==> src/rtl/parity_frame_pkg.sv <==
// parity_frame_pkg: FSM state type and saturating counter helper for the parity frame controller
package parity_frame_pkg;
    typedef enum logic [1:0] {IDLE, ACCUM, CHECK} state_t;
    function automatic logic [63:0] sat_inc(input logic [63:0] cnt, input int w);
        logic [63:0] max = {64{1'b1}} >> (64 - w);
        return (cnt >= max) ? cnt : cnt + 64'd1;
    endfunction
endpackage

==> src/rtl/parity_frame_ctrl_if.sv <==
// parity_frame_ctrl_if: symbol and parity valid/ready channels
interface parity_frame_ctrl_if;
    logic       sym_valid;
    logic [1:0] sym_data;
    logic       sym_ready;
    logic       par_valid;
    logic       par_bit;
    logic       par_ready;
    modport master (output sym_valid, sym_data, par_valid, par_bit, input sym_ready, par_ready);
    modport slave  (input sym_valid, sym_data, par_valid, par_bit, output sym_ready, par_ready);
endinterface

==> src/rtl/parity_acc.sv <==
// parity_acc: toggle register folding 2-bit symbols into a running parity; clear beats enable
module parity_acc (
    input  logic       clk,
    input  logic       rst,
    input  logic       i_clr,
    input  logic       i_en,
    input  logic [1:0] i_x_in,
    output logic       o_par
);
    always_ff @(posedge clk or posedge rst)
        if (rst)
            o_par <= 1'b0;
        else if (i_clr)
            o_par <= 1'b0;
        else if (i_en)
            o_par <= o_par ^ i_x_in[1] ^ i_x_in[0];
endmodule

==> src/rtl/parity_frame_ctrl.sv <==
// parity_frame_ctrl: sequences start, FRAME_LEN symbols and one parity bit per frame
// and keeps a saturating count of mismatched frames.
module parity_frame_ctrl
    import parity_frame_pkg::*;
#(
    parameter int FRAME_LEN = 8,
    parameter int CNT_W     = 8
) (
    input  logic                   clk,
    input  logic                   rst,
    input  logic                   i_start,
    input  logic                   i_clr_cnt,
    parity_frame_ctrl_if.slave     bus,
    output logic                   o_busy,
    output logic                   o_run_par,
    output logic                   o_frame_done,
    output logic                   o_frame_err,
    output logic [CNT_W-1:0]       o_err_cnt
);
    localparam int IDX_W = (FRAME_LEN > 1) ? $clog2(FRAME_LEN) : 1;
    state_t           r_state, w_next;
    logic [IDX_W-1:0] r_idx;
    logic             w_start, w_sym_hs, w_par_hs, w_last, w_mis;
    // Readies come from state alone so no valid-to-ready path exists.
    assign bus.sym_ready = (r_state == ACCUM);
    assign bus.par_ready = (r_state == CHECK);
    assign w_start  = (r_state == IDLE) && i_start;
    assign w_sym_hs = bus.sym_valid && bus.sym_ready;
    assign w_par_hs = bus.par_valid && bus.par_ready;
    assign w_last   = (r_idx == IDX_W'(FRAME_LEN - 1));
    assign w_mis    = (bus.par_bit != o_run_par);
    assign o_busy   = (r_state != IDLE);
    always_comb begin
        w_next = r_state;
        case (r_state)
            IDLE:    if (i_start) w_next = ACCUM;
            ACCUM:   if (w_sym_hs && w_last) w_next = CHECK;
            CHECK:   if (w_par_hs) w_next = IDLE;
            default: w_next = IDLE;
        endcase
    end
    always_ff @(posedge clk or posedge rst)
        if (rst) begin
            r_state      <= IDLE;
            r_idx        <= '0;
            o_frame_done <= 1'b0;
            o_frame_err  <= 1'b0;
            o_err_cnt    <= '0;
        end else begin
            r_state      <= w_next;
            o_frame_done <= w_par_hs;
            if (w_start)
                r_idx <= '0;
            else if (w_sym_hs)
                r_idx <= r_idx + IDX_W'(1);
            if (w_start)
                o_frame_err <= 1'b0;
            else if (w_par_hs)
                o_frame_err <= w_mis;
            if (i_clr_cnt)
                o_err_cnt <= '0;
            else if (w_par_hs && w_mis)
                o_err_cnt <= CNT_W'(sat_inc(64'(o_err_cnt), CNT_W));
        end
    parity_acc u_acc (
        .clk    (clk),
        .rst    (rst),
        .i_clr  (w_start),
        .i_en   (w_sym_hs),
        .i_x_in (bus.sym_data),
        .o_par  (o_run_par)
    );
endmodule

==> src/flat_wrapper.sv <==
// flat-port wrapper written by rule: the top's interface ports become plain ports
module parity_frame_ctrl_flat import parity_frame_pkg::*;
#(
    parameter int FRAME_LEN = 8,
    parameter int CNT_W     = 8
)
  (clk, rst, i_start, i_clr_cnt, o_busy, o_run_par, o_frame_done, o_frame_err, o_err_cnt, bus_sym_valid, bus_sym_data, bus_par_valid, bus_par_bit, bus_sym_ready, bus_par_ready);
  parity_frame_ctrl_if bus_i ();
  input  logic clk;
  input  logic rst;
  input  logic i_start;
  input  logic i_clr_cnt;
  output logic o_busy;
  output logic o_run_par;
  output logic o_frame_done;
  output logic o_frame_err;
  output logic [CNT_W-1:0] o_err_cnt;
  input wire logic [$bits(bus_i.sym_valid)-1:0] bus_sym_valid;
  input wire logic [$bits(bus_i.sym_data)-1:0] bus_sym_data;
  input wire logic [$bits(bus_i.par_valid)-1:0] bus_par_valid;
  input wire logic [$bits(bus_i.par_bit)-1:0] bus_par_bit;
  output wire logic [$bits(bus_i.sym_ready)-1:0] bus_sym_ready;
  output wire logic [$bits(bus_i.par_ready)-1:0] bus_par_ready;
  assign bus_i.sym_valid = bus_sym_valid;
  assign bus_i.sym_data = bus_sym_data;
  assign bus_i.par_valid = bus_par_valid;
  assign bus_i.par_bit = bus_par_bit;
  assign bus_sym_ready = bus_i.sym_ready;
  assign bus_par_ready = bus_i.par_ready;
  parity_frame_ctrl #(.FRAME_LEN(FRAME_LEN), .CNT_W(CNT_W)) u_core (.clk(clk), .rst(rst), .i_start(i_start), .i_clr_cnt(i_clr_cnt), .bus(bus_i), .o_busy(o_busy), .o_run_par(o_run_par), .o_frame_done(o_frame_done), .o_frame_err(o_frame_err), .o_err_cnt(o_err_cnt));
endmodule
==> config.mk <==
export PLATFORM = sky130hd
export DESIGN_NAME = parity_frame_ctrl_flat
export DESIGN_NICKNAME = d
export VERILOG_FILES = /design/src/rtl/parity_frame_pkg.sv /design/src/rtl/parity_frame_ctrl_if.sv /design/src/rtl/parity_acc.sv /design/src/rtl/parity_frame_ctrl.sv /design/src/flat_wrapper.sv
export SDC_FILE = /design/constraint.sdc
export NUM_CORES = 1
export LEC_CHECK = 0
export ABC_CLOCK_PERIOD_IN_PS = 2100
export CAP_MARGIN = 20
export CORE_UTILIZATION = 47
export DETAILED_ROUTE_END_ITERATION = 16
export PLACE_DENSITY = 0.77
export SLEW_MARGIN = 20
export SYNTH_ARGS = -nofsm -noshare
export SYNTH_HDL_FRONTEND = slang
export SYNTH_SLANG_ARGS = --single-unit
export TNS_END_PERCENT = 50
==> constraint.sdc <==
create_clock -name clk -period 2.1 [get_ports clk]
set_clock_uncertainty 0.05 [all_clocks]
set_input_delay 0.42 -clock clk [delete_from_list [all_inputs] [get_ports clk]]
set_output_delay 0.42 -clock clk [all_outputs]
set_load 0.1 [all_outputs]
==> impl_metrics.csv <==
group,metric,value,unit
drt,dr.pass1.iters,4,
sta,tns,0,ps
clock_tree,clk_latency,280,ps
clock_tree,path_clk_slew,90,ps
critical_path,critPathRequiredTime,1630,ps
clock_tree,postCtsResizedCells,0,
power_and_ir_drop,leakagePower,0.5628,nW
logic_synthesis,seq_area_frac_synth,43.60,%
critical_path,worst-path-max-fanout,9,
run,maxCapViolCount,0,
placed_design,gp_congestion,0.7777,
critical_path,cp.arrival,1240,ps
drt,routed_wl,1814,um
logic_synthesis,netlist_instances,85,
grt,grt_max_degree,17,
sta,fin_crit,1706,ps
logic_synthesis,synth_ff_type,"dfrtp_1",
placed_design,io_buffers,22,
clock_tree,cts_tree,"built",
finish,finalNonFillerCells,134,
clock_tree,cts_root_buf,"clkbuf_4",
logic_synthesis,ys_seq_elements,16,
grt,grtUsageTotal,19.79,%
logic_synthesis,avgSynthCellArea,10.80,um^2
drt,ant_nets,0,
finish,diodes,0,
floorplanning,start_util,51.51,%
finish,fillers,133,
finish,drive_above_1_share,32.11,%
floorplanning,die_h,46.21,um
sta,fin_crit_sh,81.26,%
finish,multi_input_area,465.4,um^2
sta,worstMarginPinSlew,575.3,ps
critical_path,reg2reg_depth,6,
grt,grt_pass1_wl,2987,um
worst_hold_path,hold_path.class,"in2async",
drt,viasPerCell,5.433,
critical_path,cp-end-kind,"primary output",
critical_path,critical_path_class,"reg2out",
clock_tree,cts_buffers,3,
finish,mostFrequentLayoutCells,"dfrtp_1, buf_4, nor2_1, clkdlybuf4s50_1, a22o_1",
grt,grt_remaining_overflow,0,
drt,drc,0,
finish,finish.net_count,122,
sta,rsz0062_at_grt,"no",
critical_path,r2r_slack,500,ps
sta,hold_violations,0,
critical_path,crit-reg2reg-launch,"u_core.r_state[0]$_DFFE_PP0P_",
logic_synthesis,yosysUniqueCellTypes,37,
placed_design,placed_cell_area,1177,um^2
clock_tree,cts_buffer_depth,2,
logic_synthesis,ys_async_sr_fraction,100.0,%
floorplanning,die_area,2135,um^2
finish,seqCellArea,402.9,um^2
floorplanning,core_area,1783,um^2
drt,wl_per_cell,13.54,um
power_and_ir_drop,ir_drop,0.7491,mV
sta,finalMaxSlewViolations,0,
finish,layout.cells.most_common,"dfrtp_1",
clock_tree,cts.htree.levels,1,
critical_path,crit_start,"u_core.r_state[0]$_DFFE_PP0P_",
clock_tree,cts_hold_buf,0,
finish,stdcell_area,1214,um^2
power_and_ir_drop,power_density,940.5,nW/um^2
floorplanning,row_count,15,
grt,grt_antenna_before_repair,0,
power_and_ir_drop,power,0.001141,W
floorplanning,die_w,46.21,um
floorplanning,ios,23,
sta,clock.fmax,586.0,MHz
logic_synthesis,yosys_warnings,0,
sta,slew_headroom,61.60,%
finish,area_growth,32.15,%
logic_synthesis,syn-num-nets,97,
drt,drt_iter0_drc,4,
logic_synthesis,syn_area,918.4,um^2
placed_design,dp.cells,130,
logic_synthesis,synth_edf_count,0,
placed_design,hpwl,1444,um
drt,vias,728,
sta,holdWs,427.2,ps
sta,finalSetupViolCount,0,
grt,grt_pass1_vias,705,
critical_path,r2r_end,"u_core.o_err_cnt[5]$_DFFE_PP0P_",
clock_tree,postCtsSetupBuffers,0,
critical_path,cp-start-kind,"register",
clock_tree,cts_sinks,16,
status,status,"completed",
==> worst max-delay path by stage <==
| stage | slack [ps] | cells after the start | to |
|---|---|---|---|
| 3_3_place_gp | 170 | 5 | u_core.o_err_cnt[5]$_DFFE_PP0P_ |
| 6_report | 390 | 2 | bus_sym_ready |
| 5_1_grt | 320 | 2 | bus_sym_ready |
| 4_1_cts | 380 | 2 | bus_sym_ready |
| 2_1_floorplan | 70 | 5 | u_core.o_err_cnt[5]$_DFFE_PP0P_ |
| 3_5_place_dp | 140 | 5 | u_core.o_err_cnt[5]$_DFFE_PP0P_ |
==> cell families (layout without fill, tap and decap cells) <==
family | Yosys count | count (layout) | share of synthesized area, %
compound gates | 18 | 18 | 16.62
buf+inv | 9 | 33 | 5.721
flops | 16 | 16 | 43.60
fa+ha+maj | 3 | 3 | 4.088
mux | 5 | 5 | 6.266
xor+xnor | 3 | 3 | 2.862
simple gates | 31 | 31 | 20.85
==> power breakdown <==
part	switching [W]	leakage, nW	internal, W
Clock	0.0000983	0.0210	0.000106
Sequential	0.0000623	0.208	0.000357
Combinational	0.000319	0.333	0.000199
Total	0.000479	0.563	0.000662
==> layout make-up <==
type / instances / area share, %
clock buffer: 4 / 2.990
inverter: 6 / 1.856
multi-input combinational: 60 / 38.35
sequential: 16 / 33.20
tap: 25 / 2.577
timing repair buffer: 23 / 21.03
==> layer usage <==
layer	GRT usage (%)	part of all wire, %	up-vias
met3	3.529	2.4	2
met4	7.059	0.83	0
met2	32.68	51	13
met5	0	0	-
li1	-	-	359
met1	25.74	45	354
==> sequential cells by signal, indices dropped and copies added (netlist names) <==
register and count:
u_core.o_err_cnt 8, u_core.o_frame_done 1, u_core.o_frame_err 1, u_core.r_idx 3
u_core.r_state 2, u_core.u_acc.o_par 1
==> synth_stat cells (2+ instances only) <==
master	count	share of area [%]
nor3_1	4	2.2
nand4_1	2	1.4
inv_1	5	2.0
ha_1	3	4.1
mux2_2	2	2.5
a22o_1	6	5.7
buf_4	2	1.6
a21oi_1	5	2.7
mux2i_1	2	2.2
nor2_1	8	3.3
xor2_1	2	1.9
nor2b_1	2	1.4
dfrtp_1	16	44
nand3_1	3	1.6
==> critical path, cell delays in order (launching register included) <==
cell     delay (ps)
dfrtp_1         550
and2b_2         230
buf_12          170
==> metrics by stage <==
stage / util, % / worst slack (ps)
2_1_floorplan: - / 66.23
3_3_place_gp: 66.04 / 170.7
3_5_place_dp: 66.04 / 140.3
4_1_cts: 68.07 / 375.7
5_1_grt: 68.07 / 322.0
6_report: 68.07 / 393.6
No activity file was read; power rests on OpenSTA's default activity.
